<file path="config.mk">
export PLATFORM = sky130hd
export DESIGN_NAME = jtframe_6809_shram_arb
export DESIGN_NICKNAME = d
export VERILOG_FILES = /design/src/rtl/jtframe_6809_shram_arb.sv
export SDC_FILE = /design/constraint.sdc
export NUM_CORES = 1
export LEC_CHECK = 0
export CAP_MARGIN = 20
export CORE_MARGIN = 4
export CORE_UTILIZATION = 41
export CTS_BUF_LIST = sky130_fd_sc_hd__clkbuf_4 sky130_fd_sc_hd__clkbuf_8
export DETAILED_ROUTE_END_ITERATION = 12
export PLACE_DENSITY = 0.82
export SLEW_MARGIN = 20
export SYNTH_ARGS = -nofsm -noshare
export SYNTH_HDL_FRONTEND = slang
export SYNTH_SLANG_ARGS = --single-unit
</file>
<file path="constraint.sdc">
create_clock -name clk -period 1.6 [get_ports clk]
set_input_delay 0.16 -clock clk [delete_from_list [all_inputs] [get_ports clk]]
set_output_delay 0.16 -clock clk [all_outputs]
set_load 0.1 [all_outputs]
</file>
<file path="src/rtl/jtframe_6809_shram_arb.sv">
// Two-master arbiter (6809 CPU bus + req/ack SUB port) for one single-port synchronous RAM.
// Optional contention-stall counter: define JTFRAME_SHRAM_ARB_STATS_EN.
module jtframe_6809_shram_arb #(
    parameter int AW        = 11,
    parameter bit CPU_FIRST = 1'b1
) (
    input  logic          rstn,
    input  logic          clk,
    // 6809 side
    input  logic          cpu_cs,
    input  logic          cpu_we,
    input  logic [AW-1:0] cpu_addr,
    input  logic [7:0]    cpu_dout,
    output logic [7:0]    cpu_din,
    output logic          cpu_busy,
    // SUB side
    input  logic          sub_req,
    input  logic          sub_we,
    input  logic [AW-1:0] sub_addr,
    input  logic [7:0]    sub_dout,
    output logic [7:0]    sub_din,
    output logic          sub_ack,
    // RAM side
    output logic [AW-1:0] ram_addr,
    output logic          ram_we,
    output logic [7:0]    ram_data,
    input  logic [7:0]    ram_q,
`ifdef JTFRAME_SHRAM_ARB_STATS_EN
    input  logic          stall_clr,
    output logic [15:0]   stall_cnt,
`endif
    output logic [1:0]    dbg_state_o
);

    // Handshakes: cpu_cs is a level held until cpu_busy falls; cpu_cs must go low
    // for at least one clk before the next CPU access. sub_req is a level held
    // until the one-clk sub_ack pulse; a sub_req still high in the clk after the
    // ack is taken as a new request.
    typedef enum logic [1:0] {
        IDLE = 2'd0,
        ACC  = 2'd1,
        CAP  = 2'd2
    } state_t;

    state_t          state_q;
    logic            gnt_sub_q;
    logic            acc_we_q;
    logic            last_sub_q;
    logic            cpu_done_q;
    logic [7:0]      cpu_din_q;
    logic [7:0]      sub_din_q;
    logic            sub_ack_q;
    logic [AW-1:0]   ram_addr_q;
    logic            ram_we_q;
    logic [7:0]      ram_data_q;

    logic            cpu_pend;
    logic            sub_pend;
    logic            gnt_sub_d;
    logic            we_d;
    logic [AW-1:0]   addr_d;
    logic [7:0]      data_d;

    always_comb begin
        cpu_pend  = cpu_cs & ~cpu_done_q;
        sub_pend  = sub_req & ~sub_ack_q;
        // On a tie the master that was not served last wins.
        gnt_sub_d = sub_pend & (~cpu_pend | ~last_sub_q);
        we_d      = gnt_sub_d ? sub_we   : cpu_we;
        addr_d    = gnt_sub_d ? sub_addr : cpu_addr;
        data_d    = gnt_sub_d ? sub_dout : cpu_dout;
    end

    always_ff @(posedge clk or negedge rstn) begin
        if (!rstn) begin
            state_q    <= IDLE;
            gnt_sub_q  <= 1'b0;
            acc_we_q   <= 1'b0;
            // Reset as if the other master had just been served, so CPU_FIRST
            // decides the first tie.
            last_sub_q <= CPU_FIRST;
            cpu_done_q <= 1'b0;
            cpu_din_q  <= 8'h00;
            sub_din_q  <= 8'h00;
            sub_ack_q  <= 1'b0;
            ram_addr_q <= '0;
            ram_we_q   <= 1'b0;
            ram_data_q <= 8'h00;
        end else begin
            ram_we_q  <= 1'b0;
            sub_ack_q <= 1'b0;
            if (!cpu_cs) cpu_done_q <= 1'b0;
            case (state_q)
                IDLE: begin
                    if (cpu_pend || sub_pend) begin
                        state_q    <= ACC;
                        gnt_sub_q  <= gnt_sub_d;
                        last_sub_q <= gnt_sub_d;
                        acc_we_q   <= we_d;
                        ram_we_q   <= we_d;
                        ram_addr_q <= addr_d;
                        ram_data_q <= data_d;
                    end
                end
                ACC: begin
                    state_q <= CAP;
                end
                CAP: begin
                    state_q <= IDLE;
                    if (gnt_sub_q) begin
                        if (!acc_we_q) sub_din_q <= ram_q;
                        sub_ack_q <= 1'b1;
                    end else begin
                        if (!acc_we_q) cpu_din_q <= ram_q;
                        cpu_done_q <= 1'b1;
                    end
                end
                default: begin
                    state_q <= IDLE;
                end
            endcase
        end
    end

    assign cpu_busy    = cpu_cs & ~cpu_done_q;
    assign cpu_din     = cpu_din_q;
    assign sub_din     = sub_din_q;
    assign sub_ack     = sub_ack_q;
    assign ram_addr    = ram_addr_q;
    assign ram_we      = ram_we_q;
    assign ram_data    = ram_data_q;
    assign dbg_state_o = state_q;

`ifdef JTFRAME_SHRAM_ARB_STATS_EN
    logic [15:0] stall_cnt_q;
    logic        cap_cpu;

    // The CPU's own capture clk is not a stall; everything else with busy high is.
    assign cap_cpu = (state_q == CAP) & ~gnt_sub_q;

    always_ff @(posedge clk or negedge rstn) begin
        if (!rstn) begin
            stall_cnt_q <= 16'h0000;
        end else if (stall_clr) begin
            stall_cnt_q <= 16'h0000;
        end else if (cpu_busy && !cap_cpu && stall_cnt_q != 16'hFFFF) begin
            stall_cnt_q <= stall_cnt_q + 16'h0001;
        end
    end

    assign stall_cnt = stall_cnt_q;
`endif

endmodule

</file>
Word-level counts from Yosys, hierarchy flattened --
Cells that the tools add are included.
Cells by class: multipliers 0, $add $sub $neg 0, div/mod/pow operators 0, reduce and logical (&&, ||, !) cells 5, magnitude comparators 0, shifts and indexed selects 0, equal/unequal tests 3, muxes and demuxes 12, bitwise operators 10
Operator list (count):
- $mux W11 | 1
- $mux W1 | 8
- $mux W8 | 1
- $not A1 Y1 | 6
- $reduce_and A3 Y1 | 2
- $pmux W2 S2 | 1
- $and A1 B1 Y1 | 3
- $eq A2 B1 Y1 const B | 1
- $eq A2 B2 Y1 const B | 1
- $logic_not A2 Y1 | 1
- $mux W2 | 1
- $ne A2 B2 Y1 const B | 1
- $reduce_and A2 Y1 | 1
- $logic_or A1 B1 Y1 | 1
- $or A1 B1 Y1 | 1
Word-level totals: flip-flop bits (word level) 43, RAM bits 0, memories kept 0, input port bits 52, bits in read-only memories 0, latch bits 0

Depth between registers and ports, before layout --
word-level depth 8, gate-level depth with buffers 6, mapped depth without buffers 5

Worst setup path before layout --
OpenSTA, ideal clock, no wires.
kind flip-flop to flip-flop, start point register state_q[1], in the netlist dbg_state_o[1], end point register cpu_din_q[0], in the netlist cpu_din[0], period minus slack after synthesis 1.958 ns, slack -0.358 ns, data arrival time 1.832 ns, setup time 0.125 ns, stages on the path, launching flop included 5, cells stage by stage dfrtp_1 nor3b_1 and2b_1 buf_6 mux2_2
On the way: cells in the longest elaborated chain, start to end 2
Ends and longest elaborated chain:
- start, declared | line 45 | state_t state_q;
- start signal, assigned | line 76 | state_q <= IDLE;
- start signal, assigned | line 96 | state_q <= ACC;
- start signal, assigned | line 106 | state_q <= CAP;
- $eq A2 B2 Y1 | line 93 | case (state_q)
- $reduce_and A3 Y1 (no line)
- end signal, assigned | line 114 | if (!acc_we_q) cpu_din_q <= ram_q;
- end, declared | line 50 | logic [7:0] cpu_din_q;
Every way passes these cells. A chain may end at the register's enable or synchronous reset.

Worst setup path after layout --
start point register state_q[0], in the netlist dbg_state_o[0], end point register cpu_din_q[0], in the netlist cpu_din[0]
Same word-level chain as after synthesis.

==> results.json <==
{
  "run_status": "complete, no violations",
  "worst_clock_skew_ns": 0.003334,
  "avgViaCountPerCell": 4.988,
  "layout-area-overhead-vs-synth_pct": 83.20,
  "worst_r2r_path_depth": 3,
  "die_w_um": 74.98,
  "worst_setup_path_endpoint": "cpu_din[0]",
  "critical_path_launch_point": "dbg_state_o[0]",
  "dieArea_um2": 5621,
  "tritoncts_num_sinks": 43,
  "tritoncts": "yes",
  "detailedRoute.firstPassIterationCount": 4,
  "track_usage": 0.1981,
  "drt.antenna.violating_nets": 0,
  "synth_seq_cells": 43,
  "startpoint_type": "flip-flop",
  "synthesis.nets": 220,
  "synthesis.area_per_instance_um2": 10.95,
  "tightest_slew_ns": 0.3363,
  "cts_max_level": 2,
  "drt_iter0_markers": 65,
  "netlist.area_leader.share": 0.5714,
  "final-max-slew-violation-count": 0,
  "finalHoldViolations": 0,
  "layout_min_cycle_time_ns": 1.524,
  "grt_overflow_total": 0,
  "antenna-diode-count": 0,
  "grt_setup_unrepaired": "false",
  "regToRegEndpoint": "cpu_din[0]",
  "clock_root_cell": "sky130_fd_sc_hd__clkbuf_8",
  "top_level_port_count": 92,
  "grt_pass1_wl_um": 8259,
  "layout_commonest_cell": "sky130_fd_sc_hd__clkdlybuf4s50_1",
  "ys_warns": 0,
  "most_frequent_cells_in_the_layout": "sky130_fd_sc_hd__clkdlybuf4s50_1 (50), sky130_fd_sc_hd__buf_12 (43), sky130_fd_sc_hd__a21oi_1 (40)",
  "ys_seq_area_frac": 0.5857,
  "first_global_vias": 1788,
  "critical_path_class": "reg -> reg",
  "final_cell_count_no_fill": 321,
  "setup_total_negative_slack_ns": 0,
  "grt_max_degree": 44,
  "crit_required_ns": 1.78,
  "max_freq_mhz": 656.2,
  "place_inst": 312,
  "wl_um": 5320,
  "finalSetupViolCount": 0,
  "vias": 1601,
  "post-route-period-util": 0.9525,
  "netlist_instances": 168,
  "final_core_util": 0.7739,
  "synth_top_cells_by_area": "sky130_fd_sc_hd__dfrtp_1 (57%), sky130_fd_sc_hd__a21oi_1 (11%), sky130_fd_sc_hd__mux2_4 (6.5%)",
  "clkLatencyLatePin_ns": 0.29,
  "final_net_count": 320,
  "timing.rr.start": "dbg_state_o[0]",
  "detailedPlacementHpwl_um": 4262,
  "critPathCaptureType": "flip-flop",
  "drv_cap": 0,
  "worst_setup_hold_path_clk_slew_ns": 0.08,
  "start_util": 0.4224,
  "routed_wire_length_per_instance_um": 16.57,
  "crit_path_max_fanout": 8,
  "tritoncts.num_buffers": 5,
  "arrival_ns": 1.71,
  "post-cts-setup-buffer-count": 0,
  "syn_area_um2": 1839,
  "chipHeight_um": 74.98,
  "slew_headroom": 0.7753,
  "portBuffers": 91,
  "regToRegSetupSlack_ns": 0.08,
  "row_count": 24,
  "ys_types": 21,
  "timing.hold.worst.class": "in -> async",
  "clock_tree.buffer_depth": 2,
  "final_layout_size_suffix_gt1_frac": 0.3160,
  "grt_antenna_before_repair": 0,
  "place_congestion": 0.7179,
  "floorplan.core_area_um2": 4354,
  "leading_area_contributor_after_synthesis": "sky130_fd_sc_hd__dfrtp_1",
  "detail_route.drc_violations": 0
}
worst min path at each step:
stage               slack, ns  cells after the start          end   startpoint
CTS                      0.38                      3  ram_data[2]         rstn
global placement         0.15                      2       ram_we         rstn
finish                   0.38                      3      sub_ack         rstn
floorplan               -0.14                      0     acc_we_q         rstn
global route             0.40                      3  ram_addr[7]  cpu_addr[7]
detailed placement       0.15                      2       ram_we         rstn
critical path, stage by stage (launching register included):
cell                      delay [ns]
sky130_fd_sc_hd__dfrtp_4        0.48
sky130_fd_sc_hd__nor3b_1        0.25
sky130_fd_sc_hd__and2b_2        0.30
sky130_fd_sc_hd__mux2_2         0.37
area by class of cell:
type | count | area [µm²]
Fill cell | 263 | 984.7
Clock inverter | 3 | 15.01
Timing Repair Buffer | 103 | 1436
Multi-Input combinational cell | 114 | 694.4
Clock buffer | 5 | 68.82
Inverter | 1 | 3.754
Sequential cell | 43 | 1086
Tap cell | 52 | 65.06
flip-flops by register name, indices dropped and copies added, names as in the netlist:
name         flops
last_sub_q       1
cpu_done_q       1
ram_addr        11
sub_ack          1
ram_data         8
dbg_state_o      2
ram_we           1
acc_we_q         1
sub_din          8
cpu_din          8
gnt_sub_q        1
through the flow:
stage / setup slack (ns) / cell area, µm² / hold slack [ns]
floorplan: -0.02334 / 1848 / -0.1356
global placement: 0.07359 / 3274 / 0.1512
detailed placement: -0.02730 / 3274 / 0.1531
CTS: 0.05963 / 3369 / 0.3839
global route: 0.01969 / 3369 / 0.3974
finish: 0.07606 / 3369 / 0.3792
synth_stat cells, drive strengths merged:
cell / number
dfstp: 1
and2b: 1
buf: 10
nor3b: 1
inv: 1
mux2: 16
dfrtp: 42
nand2b: 1
nand2: 23
a21o: 2
nor2b: 4
a31oi: 1
and3b: 1
a21oi: 40
nor2: 21
o21ai: 3
kinds of logic after synthesis:
kind of cell	Yosys count	share of synthesized area
AND/OR/NAND/NOR	52	0.1279
AO/OA/AOI/OAI	46	0.1347
flip-flops	43	0.5857
multiplexers	16	0.1143
buffers and inverters	11	0.03741
what timing repair did:
action,CTS,global route
gates resized for setup,1,0
hold endpoints to repair,42,0
hold buffers,1,0
endpoints found under the setup margin,8,0
routing by layer:
metal	vias to the layer above	wire, µm	GRT usage
met3	13	393	0.07343
li1	761	-	-
met4	0	110	0.06324
met1	762	1927	0.2005
met2	65	2889	0.3723
met5	-	0	0
Power is not shown: default switching activity piles up to over one toggle a cycle in this logic, so the estimate is an artifact.
